[src/rtl/cpu_pkg.sv]
// Shared types and constants for the CPU program-load path.
// Holds the loader state encoding, the error codes and the instruction opcodes.
// Pure declarations; no logic or timing of its own.
package cpu_pkg;

    typedef enum logic [2:0] {
        IDLE = 3'd0,
        LEN  = 3'd1,
        DATA = 3'd2,
        CSUM = 3'd3,
        DONE = 3'd4,
        ERR  = 3'd5
    } loader_state_t;

    localparam logic [1:0] ERR_NONE  = 2'd0;
    localparam logic [1:0] ERR_LEN   = 2'd1;
    localparam logic [1:0] ERR_CSUM  = 2'd2;
    localparam logic [1:0] ERR_ABORT = 2'd3;

    // Instruction opcodes carried in bits [7:4] of each program byte
    localparam logic [3:0] LDA = 4'b1000;
    localparam logic [3:0] LDB = 4'b0100;
    localparam logic [3:0] ADD = 4'b0010;
    localparam logic [3:0] SUB = 4'b0001;
    localparam logic [3:0] JMP = 4'b1001;
    localparam logic [3:0] HLT = 4'b1111;

endpackage

[src/rtl/loader_checksum.sv]
// Running modulo-2**DATA_W sum of the accepted program bytes.
// Latency: sum reflects a byte the cycle after en; clear wins over en.
// Backpressure: none; the caller gates en with its own handshake.
module loader_checksum #(
    parameter int DATA_W = 8
) (
    input  logic              clk,
    input  logic              reset,
    input  logic              clear,
    input  logic              en,
    input  logic [DATA_W-1:0] data,
    output logic [DATA_W-1:0] sum
);

    // Accumulate, wrapping naturally at the register width
    always_ff @(posedge clk) begin
        if (reset || clear) begin
            sum <= '0;
        end else if (en) begin
            sum <= sum + data;
        end
    end

endmodule

[src/rtl/program_loader.sv]
// Loads a LEN/data/CSUM framed byte stream into program RAM and releases the CPU.
// Latency: each data byte is written the cycle after acceptance; done rises the cycle after CSUM.
// Backpressure: in_ready only in LEN/DATA/CSUM and dropped while abort is high; stalls wait forever.
module program_loader
    import cpu_pkg::*;
#(
    parameter int ADDR_W    = 4,
    parameter int DATA_W    = 8,
    parameter int BASE_ADDR = 0
) (
    input  logic              clk,
    input  logic              reset,
    input  logic              start,
    input  logic              abort,
    input  logic              in_valid,
    input  logic [DATA_W-1:0] in_data,
    output logic              in_ready,
    output logic              mem_we,
    output logic [ADDR_W-1:0] mem_addr,
    output logic [DATA_W-1:0] mem_wdata,
    output logic              cpu_hold,
    output logic              busy,
    output logic              done,
    output logic              err,
    output logic [1:0]        err_code
);

    localparam int              DEPTH  = 2**ADDR_W;
    localparam logic [ADDR_W-1:0] BASE_A = ADDR_W'(BASE_ADDR);
    localparam logic [ADDR_W:0]   ONE    = (ADDR_W+1)'(1);

    loader_state_t     state, state_nx;
    logic [1:0]        err_code_nx;
    logic [ADDR_W:0]   len_q;      // frame length, 1..DEPTH
    logic [ADDR_W:0]   cnt_q;      // data bytes accepted so far
    logic [DATA_W-1:0] sum;
    logic              xfer;
    logic              restart;
    logic              len_bad;
    logic              last_byte;

    assign busy      = (state == LEN) || (state == DATA) || (state == CSUM);
    assign in_ready  = busy && !abort;
    assign xfer      = in_valid && in_ready;
    assign done      = (state == DONE);
    assign err       = (state == ERR);
    assign cpu_hold  = (state != DONE);
    assign restart   = start && !busy;
    assign len_bad   = (in_data == '0) || (32'(in_data) > DEPTH);
    assign last_byte = ((cnt_q + ONE) == len_q);

    loader_checksum #(.DATA_W(DATA_W)) u_checksum (
        .clk   (clk),
        .reset (reset),
        .clear (restart),
        .en    (xfer && (state == DATA)),
        .data  (in_data),
        .sum   (sum)
    );

    // State and error-code registers
    always_ff @(posedge clk) begin
        if (reset) begin
            state    <= IDLE;
            err_code <= ERR_NONE;
        end else begin
            state    <= state_nx;
            err_code <= err_code_nx;
        end
    end

    // Next-state decode; abort outranks any byte presented in the same cycle
    always_comb begin
        state_nx    = state;
        err_code_nx = err_code;
        case (state)
            IDLE, DONE, ERR: begin
                if (start) begin
                    state_nx    = LEN;
                    err_code_nx = ERR_NONE;
                end
            end
            LEN: begin
                if (abort) begin
                    state_nx    = ERR;
                    err_code_nx = ERR_ABORT;
                end else if (xfer) begin
                    if (len_bad) begin
                        state_nx    = ERR;
                        err_code_nx = ERR_LEN;
                    end else begin
                        state_nx = DATA;
                    end
                end
            end
            DATA: begin
                if (abort) begin
                    state_nx    = ERR;
                    err_code_nx = ERR_ABORT;
                end else if (xfer && last_byte) begin
                    state_nx = CSUM;
                end
            end
            CSUM: begin
                if (abort) begin
                    state_nx    = ERR;
                    err_code_nx = ERR_ABORT;
                end else if (xfer) begin
                    if (in_data == sum) begin
                        state_nx = DONE;
                    end else begin
                        state_nx    = ERR;
                        err_code_nx = ERR_CSUM;
                    end
                end
            end
            default: begin
                state_nx = IDLE;
            end
        endcase
    end

    // Length latch, byte counter and registered RAM write port
    always_ff @(posedge clk) begin
        if (reset) begin
            len_q     <= '0;
            cnt_q     <= '0;
            mem_we    <= 1'b0;
            mem_addr  <= BASE_A;
            mem_wdata <= '0;
        end else begin
            mem_we <= 1'b0;
            if (restart) begin
                cnt_q <= '0;
            end
            if ((state == LEN) && xfer) begin
                len_q <= in_data[ADDR_W:0];
            end
            if ((state == DATA) && xfer) begin
                mem_we    <= 1'b1;
                mem_wdata <= in_data;
                mem_addr  <= BASE_A + cnt_q[ADDR_W-1:0];
                cnt_q     <= cnt_q + ONE;
            end
        end
    end

endmodule

[config.mk]
export PLATFORM = sky130hd
export DESIGN_NAME = program_loader
export DESIGN_NICKNAME = d
export VERILOG_FILES = /design/src/rtl/cpu_pkg.sv /design/src/rtl/loader_checksum.sv /design/src/rtl/program_loader.sv
export SDC_FILE = /design/constraint.sdc
export NUM_CORES = 1
export LEC_CHECK = 0
export CAP_MARGIN = 40
export CELL_PAD_IN_SITES_DETAIL_PLACEMENT = 1
export CELL_PAD_IN_SITES_GLOBAL_PLACEMENT = 2
export CORE_ASPECT_RATIO = 1.5
export CORE_UTILIZATION = 33
export DETAILED_ROUTE_END_ITERATION = 10
export DONT_BUFFER_PORTS = 1
export PLACE_DENSITY = 0.82
export RECOVER_POWER = 50
export SLEW_MARGIN = 20
export SYNTH_ARGS = -nofsm -noshare
export SYNTH_HDL_FRONTEND = slang
export SYNTH_SLANG_ARGS = --single-unit
export TNS_END_PERCENT = 50
[constraint.sdc]
create_clock -name clk -period 1.6 [get_ports clk]
set_input_delay 0.16 -clock clk [delete_from_list [all_inputs] [get_ports clk]]
set_output_delay 0.16 -clock clk [all_outputs]
set_load 0.1 [all_outputs]
==> summary.txt <==
Timing
  – Clk_skew: about 7.4 ps
  – RSZ-0062 raised after global routing: yes
  – Final period utilization: 1.12
  – Slew Limit Headroom: 0.635
  – Final Hold Fails: 0
  – Final Critical Period: around 1800 ps
  – Max-slew violation count: 0
  – Fmax: ~560 MHz
  – PnR worst setup slack: -192 ps
  – Worst hold slack: ~2.6 ps
  – Setup TNS: -1070 ps
  – Final setup vio count: 10
  – Slew @ Worst Pin: between 500 and 600 ps

Power
  – P_leak: between 1 and 1.5 nW
  – PwrDens: between 600 and 700 nW/µm²
  – Worst VDD drop: 0.000326 V
  – Design Power: 2.01 mW

Place
  – Placer Congestion: about 0.8
  – Port Buffers: 0
  – Inst Count DP: 349
  – Final HPWL DP: 4.27 mm

Synth
  – Mapped cell area: just under 2000 µm²
  – Post-synthesis average cell area: approximately 8 µm²
  – Post-synthesis instance total: about 240
  – Synth async-reset ratio: 0
  – Synthesized Nets: 259
  – Synth Flop Type: dfxtp_1
  – Synth top area cells: dfxtp_1 (37%), a21oi_1 (8.2%), nand2_1 (7.7%)
  – Synth unique cells: between 40 and 50
  – Register area share after synthesis: 0.370
  – Yosys reg bits: 36
  – Synth top area share: 0.370
  – Synth warn: 0
  – Post-synth EDFFs: 0
  – Largest area contributor in the netlist: dfxtp_1

Routing
  – DRT antenna net count: 0
  – Routed vias: between 1500 and 2000
  – Met1 WL: ~2.5 mm
  – Number of DRC markers in iteration 0: 30
  – Routed wire length: 6.67 mm
  – Vias/cell: approximately 5.4
  – DRC Markers: 0
  – WL met3: 206 µm
  – Max Used Layer: met4
  – Wire length on met2: 3.69 mm
  – DR pass1 iterations: 4
  – Routed wire per std cell: approximately 18 µm

Layout
  – Most frequent cells in the layout: nand2_1 (38), buf_4 (37), a21oi_1 (26)
  – Multi-input gate area: 1430 µm²
  – Layout fillers: 677
  – Commonest non-fill, non-tap cell in the layout: nand2_1
  – Final Non-Filler Cells: about 370
  – Register area: 744 µm²
  – Nets: 320
  – N_diodes: 0
  – Share of cells above drive strength 1: 0.445
  – Layout area overhead: 50.0%

Global routing
  – Grt total ovfl: 0
  – All-Layer GR Usage: 0.222
  – Largest net degree at the start of global routing: 29
  – Initial antenna violation count: 0
  – First-pass GRT wire length: approximately 10 mm
  – Vias in the first global route: ~2100

Floorplan
  – Die Ht: 96.1 µm
  – Die ar.: approximately 6200 µm²
  – Initial core utilization: 0.349
  – IO Count: 33
  – Die Wd: around 65 µm
  – Core area: ~5600 µm²
  – Rows: 33

Clock tree
  – Clock-pin slew of the registers on the worst-case setup and hold paths: roughly 80 ps
  – CTS max path bufs: 2
  – Root buffer cell: clkbuf_8
  – CTS tree: done
  – Number of CTS-inserted buffers: 5
  – H-tree levels: 2
  – Worst-skew pair later-pin latency: between 200 and 300 ps
  – Clock Sinks: 36

Setup path
  – Crit path arrival time: 2020 ps
  – Cells on worst reg2reg path: 7
  – RR Endpoint: u_checksum.sum[7]
  – CP Max Fanout: 3
  – WS Path Type: register to register
  – Crit path launch: u_checksum.sum[1]
  – Worst setup path end: u_checksum.sum[7]
  – Flop2flop setup slack: -190 ps
  – Worst Path Required: 1820 ps
  – CP Launch Type: register
  – Crit path capture type: register
  – Critical register-to-register path startpoint: u_checksum.sum[1]

Run status
  – Failing checks: setup timing
  – Status: finished, violations left

Min path
  – Hold Path Class: primary input to register

Run
  – Number of max-cap violations: 0
## flip-flops by register name (all words and copies together), names as in the netlist
name,cells
state,3
u_checksum.sum,8
len_q,5
mem_wdata,8
mem_we,1
cnt_q,5
mem_addr,4
err_code,2
## cell usage after synthesis, types with 3 or more instances
| master | number |
|---|---|
| a211oi_1 | 3 |
| a21o_1 | 3 |
| a21oi_1 | 32 |
| a31oi_1 | 3 |
| clkbuf_1 | 8 |
| dfxtp_1 | 36 |
| ha_1 | 8 |
| inv_1 | 7 |
| mux2i_1 | 4 |
| nand2_1 | 40 |
| nand2b_1 | 3 |
| nand3_1 | 4 |
| nand3b_1 | 3 |
| nor2_1 | 14 |
| nor3_1 | 6 |
| o211ai_1 | 3 |
| o21ai_0 | 9 |
| or3_1 | 5 |
| xnor2_1 | 8 |
| xor2_1 | 5 |
## worst min-delay path by stage
stage | startpoint | end | slack, ps | cells after the start
after floorplan | in_data[0] | mem_wdata[0] | 300 | 2
after global placement | reset | mem_wdata[0] | 230 | 1
after detailed placement | reset | state[2] | 230 | 1
after CTS | reset | state[2] | -90 | 1
after global routing | in_data[1] | mem_wdata[1] | 1 | 2
final | in_data[0] | mem_wdata[0] | 3 | 2
## per-layer routing
layer  vias up  global-route usage
met5         -                   0
met4         0              0.0944
met3        20              0.0379
met2        36               0.441
met1       982               0.220
li1        949                   -
## report_power, final
part           total [mW]  switching, mW  leakage [nW]  internal [mW]
Clock               0.694          0.350        0.0510          0.344
Combinational       0.393          0.227         0.776          0.166
Sequential          0.921         0.0183         0.297          0.903
## what timing repair did
| item | in CTS | in global routing |
|---|---|---|
| resized for setup | 43 | 28 |
| endpoints found under the hold margin | 26 | 26 |
| buffers inserted | 11 | 2 |
| setup endpoints to repair | 34 | 18 |
| pin swaps | 22 | 13 |
## worst max-delay path, stage by stage (launching register included)
cell and delay [ps]:
dfxtp_4 370, ha_4 290, a21oi_2 70, o211ai_1 230, a31oi_1 150, xor2_1 170
or3_1 340, a21oi_2 120
## cell type report
| class | count | area share |
|---|---|---|
| multi-input combinational | 182 | 0.488 |
| sequential | 36 | 0.255 |
| timing repair buffer | 66 | 0.185 |
| tap | 70 | 0.0300 |
| clock buffer | 6 | 0.0283 |
| inverter | 7 | 0.0103 |
| clock inverter | 2 | 0.00342 |
## cells by family (layout without fill, tap and decap cells)
| kind of cell | Yosys count | after routing | synth area share |
|---|---|---|---|
| muxes | 4 | 4 | 0.0206 |
| DFF | 36 | 36 | 0.370 |
| AOI/OAI and AO/OA | 61 | 61 | 0.184 |
| and+or+nand+nor | 95 | 95 | 0.263 |
| buffers and inverters | 19 | 81 | 0.0424 |
| xor gates and xnor gates | 13 | 13 | 0.0584 |
| adders and majority gates | 9 | 9 | 0.0617 |
## metrics by stage
step | utilization | area, µm² | setup WS, ps
final | 0.524 | 2920 | -192
after global routing | 0.524 | 2920 | -269
after CTS | 0.510 | 2840 | -125
after detailed placement | 0.443 | 2470 | -268
after global placement | 0.443 | 2470 | -199
after floorplan | - | 1970 | -472
No activity file was read; power rests on OpenSTA's default activity.
